<file path="config.mk">
export PLATFORM = sky130hd
export DESIGN_NAME = sort_pipe_bitonic
export DESIGN_NICKNAME = d
export VERILOG_FILES = /design/src/rtl/sort_pipe_bitonic_pkg.sv /design/src/rtl/sort_pipe_bitonic_cas.sv /design/src/rtl/sort_pipe_bitonic.sv
export SDC_FILE = /design/constraint.sdc
export NUM_CORES = 2
export LEC_CHECK = 0
export ABC_AREA = 1
export CAP_MARGIN = 5
export CORE_MARGIN = 2
export CORE_UTILIZATION = 50
export CTS_CLUSTER_SIZE = 25
export DETAILED_ROUTE_END_ITERATION = 8
export HOLD_SLACK_MARGIN = 0.02
export PLACE_DENSITY = 0.69
export SYNTH_ARGS = -nofsm -noshare
export SYNTH_HDL_FRONTEND = slang
export SYNTH_SLANG_ARGS = --single-unit
</file>
<file path="constraint.sdc">
create_clock -name clk -period 38 [get_ports clk]
set_clock_uncertainty 0.2 [all_clocks]
set_input_delay 7.6 -clock clk [delete_from_list [all_inputs] [get_ports clk]]
set_output_delay 7.6 -clock clk [all_outputs]
set_load 0.01 [all_outputs]
</file>
<file path="src/rtl/sort_pipe_bitonic_pkg.sv">
`default_nettype none
// ============================================================================
//  Module   : sort_pkg
//  Purpose  : Elaboration-time helpers describing the bitonic sorting network:
//             stage count, per-stage merge/distance decomposition, the element
//             pair touched by each compare-and-swap cell and the cell's
//             direction.
//  Ports    : none (package)
//  Revision : 1.0  initial release
// ============================================================================
package sort_pkg;

    // Total number of compare columns for 2**log2n elements.
    function automatic int sort_stages(input int log2n);
        return (log2n * (log2n + 1)) / 2;
    endfunction

    // Merge phase p of a global column index. Phase p owns p+1 columns and
    // starts at column p*(p+1)/2, independent of the element count.
    function automatic int stage_merge(input int stage);
        int p;
        p = 0;
        for (int t = 1; t < 16; t++) begin
            if (((t * (t + 1)) / 2) <= stage) begin
                p = t;
            end
        end
        return p;
    endfunction

    // log2 of the compare distance used in a column.
    function automatic int stage_dist_log(input int stage);
        int p;
        p = stage_merge(stage);
        return p - (stage - (p * (p + 1)) / 2);
    endfunction

    // Lower element index handled by cell 'index' of a column: insert a zero
    // at bit position q of the cell number.
    function automatic int cas_lo(input int stage, input int index);
        int q;
        q = stage_dist_log(stage);
        return ((index >> q) << (q + 1)) | (index & ((1 << q) - 1));
    endfunction

    // Partner (upper) element index of the cell.
    function automatic int cas_pair(input int stage, input int index);
        return cas_lo(stage, index) + (1 << stage_dist_log(stage));
    endfunction

    // Cell direction: the bitonic block the pair belongs to alternates
    // direction; the whole network is mirrored for a descending request. In
    // the last merge phase every block spans the full vector, so the final
    // direction equals desc.
    function automatic logic cas_dir(input int stage, input int index, input logic desc);
        int  p;
        int  lo;
        logic up;
        p  = stage_merge(stage);
        lo = cas_lo(stage, index);
        up = (((lo >> (p + 1)) & 1) != 0);
        return up ^ desc;
    endfunction

endpackage
`default_nettype wire

</file>
<file path="src/rtl/sort_pipe_bitonic_cas.sv">
`default_nettype none
// ============================================================================
//  Module   : sort_cas
//  Purpose  : Combinational compare-and-swap cell on {key,symbol} words.
//             Key field compared first, symbol field breaks ties.
//  Ports    : a, b   - input words
//             dir    - 0: smaller word to lo, 1: larger word to lo
//             lo, hi - ordered outputs
//  Revision : 1.0  initial release
// ============================================================================
module sort_cas #(
    parameter int DSIZE  = 18,
    parameter int OFFSET = 8
) (
    input  logic [DSIZE-1:0] a,
    input  logic [DSIZE-1:0] b,
    input  logic             dir,
    output logic [DSIZE-1:0] lo,
    output logic [DSIZE-1:0] hi
);

    logic w_key_gt;
    logic w_key_eq;
    logic w_sym_gt;
    logic w_a_gt_b;
    logic w_swap;

    assign w_key_gt = a[DSIZE-1:OFFSET] >  b[DSIZE-1:OFFSET];
    assign w_key_eq = a[DSIZE-1:OFFSET] == b[DSIZE-1:OFFSET];
    assign w_sym_gt = a[OFFSET-1:0]     >  b[OFFSET-1:0];
    assign w_a_gt_b = w_key_gt | (w_key_eq & w_sym_gt);

    // Equal words may swap or not; the result is identical either way.
    assign w_swap = w_a_gt_b ^ dir;
    assign lo     = w_swap ? b : a;
    assign hi     = w_swap ? a : b;

endmodule
`default_nettype wire

</file>
<file path="src/rtl/sort_pipe_bitonic.sv">
`default_nettype none
// ============================================================================
//  Module   : sort_pipe_bitonic
//  Purpose  : Pipelined bitonic sorter for 2**LOG2N {key,symbol} words with a
//             per-vector direction flag and valid/ready flow control. One
//             register bank per compare column; latency = number of columns.
//  Ports    : clk, rst               - clock, asynchronous active-high reset
//             in_valid/in_ready      - input handshake
//             in_desc, in_data       - direction flag and packed input vector
//             out_valid/out_ready    - output handshake
//             out_desc, out_data     - direction flag and sorted vector
//  Revision : 1.0  initial release
// ============================================================================
module sort_pipe_bitonic
    import sort_pkg::*;
#(
    parameter int DSIZE  = 18,
    parameter int OFFSET = 8,
    parameter int LOG2N  = 3
) (
    input  logic                        clk,
    input  logic                        rst,
    input  logic                        in_valid,
    output logic                        in_ready,
    input  logic                        in_desc,
    input  logic [(DSIZE<<LOG2N)-1:0]   in_data,
    output logic                        out_valid,
    input  logic                        out_ready,
    output logic                        out_desc,
    output logic [(DSIZE<<LOG2N)-1:0]   out_data
);

    localparam int N = 1 << LOG2N;
    localparam int W = N * DSIZE;
    localparam int S = sort_stages(LOG2N);

    // Stage registers k = 1..S
    logic         r_v    [1:S];
    logic         r_desc [1:S];
    logic [W-1:0] r_data [1:S];

    // Inputs and outputs of compare column c = 0..S-1
    logic         w_src_v    [0:S-1];
    logic         w_src_desc [0:S-1];
    logic [W-1:0] w_src_data [0:S-1];
    logic [W-1:0] w_cas_data [0:S-1];

    logic [S:1]   w_rdy;
    logic         w_acc;

    // Column 0 reads the input port, column c reads stage register c.
    always_comb begin
        w_src_v[0]    = in_valid;
        w_src_desc[0] = in_desc;
        w_src_data[0] = in_data;
        for (int c = 1; c < S; c++) begin
            w_src_v[c]    = r_v[c];
            w_src_desc[c] = r_desc[c];
            w_src_data[c] = r_data[c];
        end
    end

    genvar gc, gj;
    generate
        for (gc = 0; gc < S; gc++) begin : g_stage
            for (gj = 0; gj < N / 2; gj++) begin : g_cell
                localparam int   LO   = cas_lo(gc, gj);
                localparam int   HI   = cas_pair(gc, gj);
                localparam logic DIR0 = cas_dir(gc, gj, 1'b0);

                logic w_dir;
                assign w_dir = DIR0 ^ w_src_desc[gc];

                sort_cas #(
                    .DSIZE  (DSIZE),
                    .OFFSET (OFFSET)
                ) u_cas (
                    .a   (w_src_data[gc][LO*DSIZE +: DSIZE]),
                    .b   (w_src_data[gc][HI*DSIZE +: DSIZE]),
                    .dir (w_dir),
                    .lo  (w_cas_data[gc][LO*DSIZE +: DSIZE]),
                    .hi  (w_cas_data[gc][HI*DSIZE +: DSIZE])
                );
            end
        end
    endgenerate

    // A stage may load when it is empty or when some later stage is empty
    // or the sink is taking the oldest vector, i.e. rdy[k] = !v[k] | rdy[k+1]
    // unrolled from the output end.
    always_comb begin
        w_rdy = '0;
        w_acc = out_ready;
        for (int k = S; k >= 1; k--) begin
            w_acc    = w_acc | !r_v[k];
            w_rdy[k] = w_acc;
        end
    end

    always_ff @(posedge clk or posedge rst) begin
        if (rst) begin
            for (int k = 1; k <= S; k++) begin
                r_v[k]    <= 1'b0;
                r_desc[k] <= 1'b0;
                r_data[k] <= '0;
            end
        end else begin
            for (int k = 1; k <= S; k++) begin
                if (w_rdy[k]) begin
                    r_v[k] <= w_src_v[k-1];
                    // Payload only moves with a valid vector; bubbles leave it.
                    if (w_src_v[k-1]) begin
                        r_desc[k] <= w_src_desc[k-1];
                        r_data[k] <= w_cas_data[k-1];
                    end
                end
            end
        end
    end

    assign in_ready  = w_rdy[1];
    assign out_valid = r_v[S];
    assign out_desc  = r_desc[S];
    assign out_data  = r_data[S];

endmodule
`default_nettype wire
</file>
==> out/summary.txt <==
Synth Area in Adders -> 0.0923
Port Buffers -> 295
gr busiest metal -> met2
crit path DAT -> 9600 ps
startpoint class of the critical path -> primary input
Core Region -> 0.116 mm^2
GR Util met3 -> 0.0350
ANT nets after route -> 0
Area Overhead vs Synth -> 9.60%
Switching Power -> 3.30 mW
status -> finished clean
detailed-route via count -> 54,855
final wirelength -> 177 mm
Net Count, Synth -> 8,761
CTS Buf Count -> 97
GRT Residual Overflow -> 0
post-CTS setup buffer count -> 0
Post-synth ARST share -> 1.00
Lkg Pwr -> 35.6 nW
# resized after CTS -> 0
placed cell areas -> 0.0608 mm^2
fillers -> 11,211
number of hold buffers added after CTS -> 0
fin cells -> 9,728
drt drc -> 0
Worst Setup End Kind -> output pin
Worst Path Required -> 30,200 ps
Post-Synth XOR/XNOR Area -> 0
die width -> 346 um
Final Hold Viols -> 0
TritonCTS clock tree -> yes
placement row count -> 125
gp weighted congestion -> 0.984
Fin Hold WS -> 277 ps
worst skew pair latency -> 690 ps
GR met1 Demand/Resource -> 0.412
fin area -> 0.0642 mm^2
layout cell share with drive strength beyond 1 -> 0.0407
maximum VDD drop -> 0.0713 mV
global-route met2 utilization -> 0.445
clock share of power -> 0.150
Worst-Margin Slew -> 1030 ps
relative slew slack -> 0.314
WL per Instance -> 18.2 um
first-pass GRT wire length -> 282 mm
total global-route track usage -> 0.292
sw frac -> 0.507
1st-iter DRT viols -> 5,765
clk slew on worst S/H paths -> 50 ps
largest net degree at the start of global routing -> 146
Pre-antenna DRT Iters -> 9
post-route minimum period -> 17,400 ps
mux contribution to synthesized area -> 0
top_reg_cell synth -> dfrtp_1
die area -> 0.120 mm^2
final max-slew violation count -> 0
Root Driver -> clkbuf_16
WS Path Type -> primary input to output pin
reg-to-reg setup timing slack -> 34,020 ps
Post-synth EDFFs -> 0
Final HPWL DP -> 132 mm
syn avg cell area -> 7.16 um^2
Max Buffers Root-to-Sink -> 3
min-delay worst type -> flop to flop
Compound-Gate Fraction of Synth Area -> 0.0207
Int Pwr -> 3.21 mW
post-synthesis sequential area ratio -> 0.375
nets -> 8,710
crit-path max FO -> 4
average vias per placed instance -> 5.64
chip height -> 346 um
Syn Inst Count -> 8,180
warnings from Yosys -> 0
library cells used by synthesis -> 30
simple-gate area share of the yosys netlist -> 0.398
Setup Viol. Count Final -> 0
H-tree Lvls -> 3
PD cells -> 102 mW/mm^2
vias in the first global route -> 50,317
placed cells -> 9,554
final worst-path cycle share -> 0.458
mapped cell area -> 0.0585 mm^2
clock sink count -> 876
Combinational Power Share -> 0.592
number of I/O pins -> 296
largest family of logic cells by synthesized area -> simple AND/OR/NAND/NOR gates
max-cap violations -> 0
Synth Register Bits -> 876
unrepaired setup endpoints after global routing -> no
initial antenna violation count -> 0
ANT cells -> 0
setup TNS -> 0 ps
part of the power in registers -> 0.258
f_max -> 0.0575 GHz
Initial Utilization -> 0.504
[cell families after synthesis]
kind of cell,after synthesis
AOI/OAI and AO/OA,215
adders and majority gates,432
buffers and inverters,1507
DFF,876
and+or+nand+nor,5150
[final timing paths]
path / from / endpoint / cells past startpoint
hold / removal: out_data[101] / out_data[101] / 2
min in group asynchronous: rst / r_data[654] / 2
setup reg to reg: out_valid / r_data[349] / 10
max in group asynchronous: rst / r_data[456] / 5
setup / recovery: out_ready / in_ready / 8
hold reg to reg: out_data[101] / out_data[101] / 2
[flip-flops by register name (all words and copies together), names as in the netlist]
register / cells
g_stage.g_cell.w_dir: 5
out_data: 144
out_desc: 1
out_valid: 1
r_data: 720
r_v: 5
[critical path, cell delays in order]
cell	delay, ps
clkdlybuf4s50_1	490
nor2_4	180
nand2_2	120
nor2_4	270
nand2_2	160
nor2_4	150
nand2_2	120
clkdlybuf4s50_1	500
[cell usage in the layout, fill, tap and decap left out, drive strengths merged]
master | synthesis | final
nand2 | 2371 | 2371
clkinvlp | 0 | 4
and3 | 1 | 1
nor2 | 132 | 132
ha | 432 | 432
nand3 | 2580 | 2580
clkinv | 1 | 24
o21bai | 8 | 8
nand3b | 19 | 19
clkdlybuf4s50 | 0 | 295
o21a | 22 | 22
clkbuf | 66 | 136
buf | 405 | 26
bufinv | 0 | 10
a21o | 24 | 24
nand4 | 47 | 47
inv | 1035 | 1036
a21oi | 134 | 134
dfrtp | 876 | 876
o21ai | 27 | 27
[stage by stage]
step | total power, mW | util | setup slack, ps
floorplan | 4.50 | - | 5580
global placement | 5.34 | 0.523 | 20610
detailed placement | 5.47 | 0.523 | 20640
CTS | 6.48 | 0.552 | 20620
global route | 7.12 | 0.552 | 20520
finish | 6.51 | 0.552 | 20600
[cell usage after synthesis, types with 42 or more instances]
| library cell | count | area (um^2) |
|---|---|---|
| nand3_2 | 42 | 420 |
| inv_1 | 1023 | 3840 |
| ha_1 | 432 | 5410 |
| dfrtp_1 | 876 | 21900 |
| nand4_1 | 46 | 288 |
| nor2_1 | 123 | 462 |
| buf_4 | 79 | 593 |
| nand3_1 | 2535 | 12700 |
| clkbuf_1 | 66 | 248 |
| buf_6 | 59 | 664 |
| nand2_2 | 71 | 444 |
| a21oi_1 | 134 | 671 |
| buf_2 | 234 | 1170 |
| nand2_1 | 2294 | 8610 |
[routing by layer]
layer | vias up | part of all wire
met5 | - | 0
met4 | 0 | 0.053
met3 | 344 | 0.063
met2 | 1990 | 0.44
met1 | 25955 | 0.44
li1 | 26566 | -
[power groups by stage]
stage	combinational, mW	clock, mW	sequential [mW]
floorplan	2.92	0	1.58
global placement	3.66	0	1.67
detailed placement	3.78	0	1.69
CTS	3.81	0.995	1.67
global route	4.36	1.03	1.72
finish	3.85	0.980	1.68
[final cells by class]
| cell class | instances | area, um^2 | area share |
|---|---|---|---|
| inverters | 1036 | 3910 | 0.0609 |
| clock buffers | 136 | 2850 | 0.0444 |
| repair buffers | 321 | 3160 | 0.0493 |
| well taps | 1524 | 1910 | 0.0297 |
| flip-flops and latches | 876 | 21900 | 0.342 |
| multi-input cells | 5797 | 29900 | 0.467 |
| clock inverters | 38 | 469 | 0.00731 |
Power figures use the tool's default switching activity.
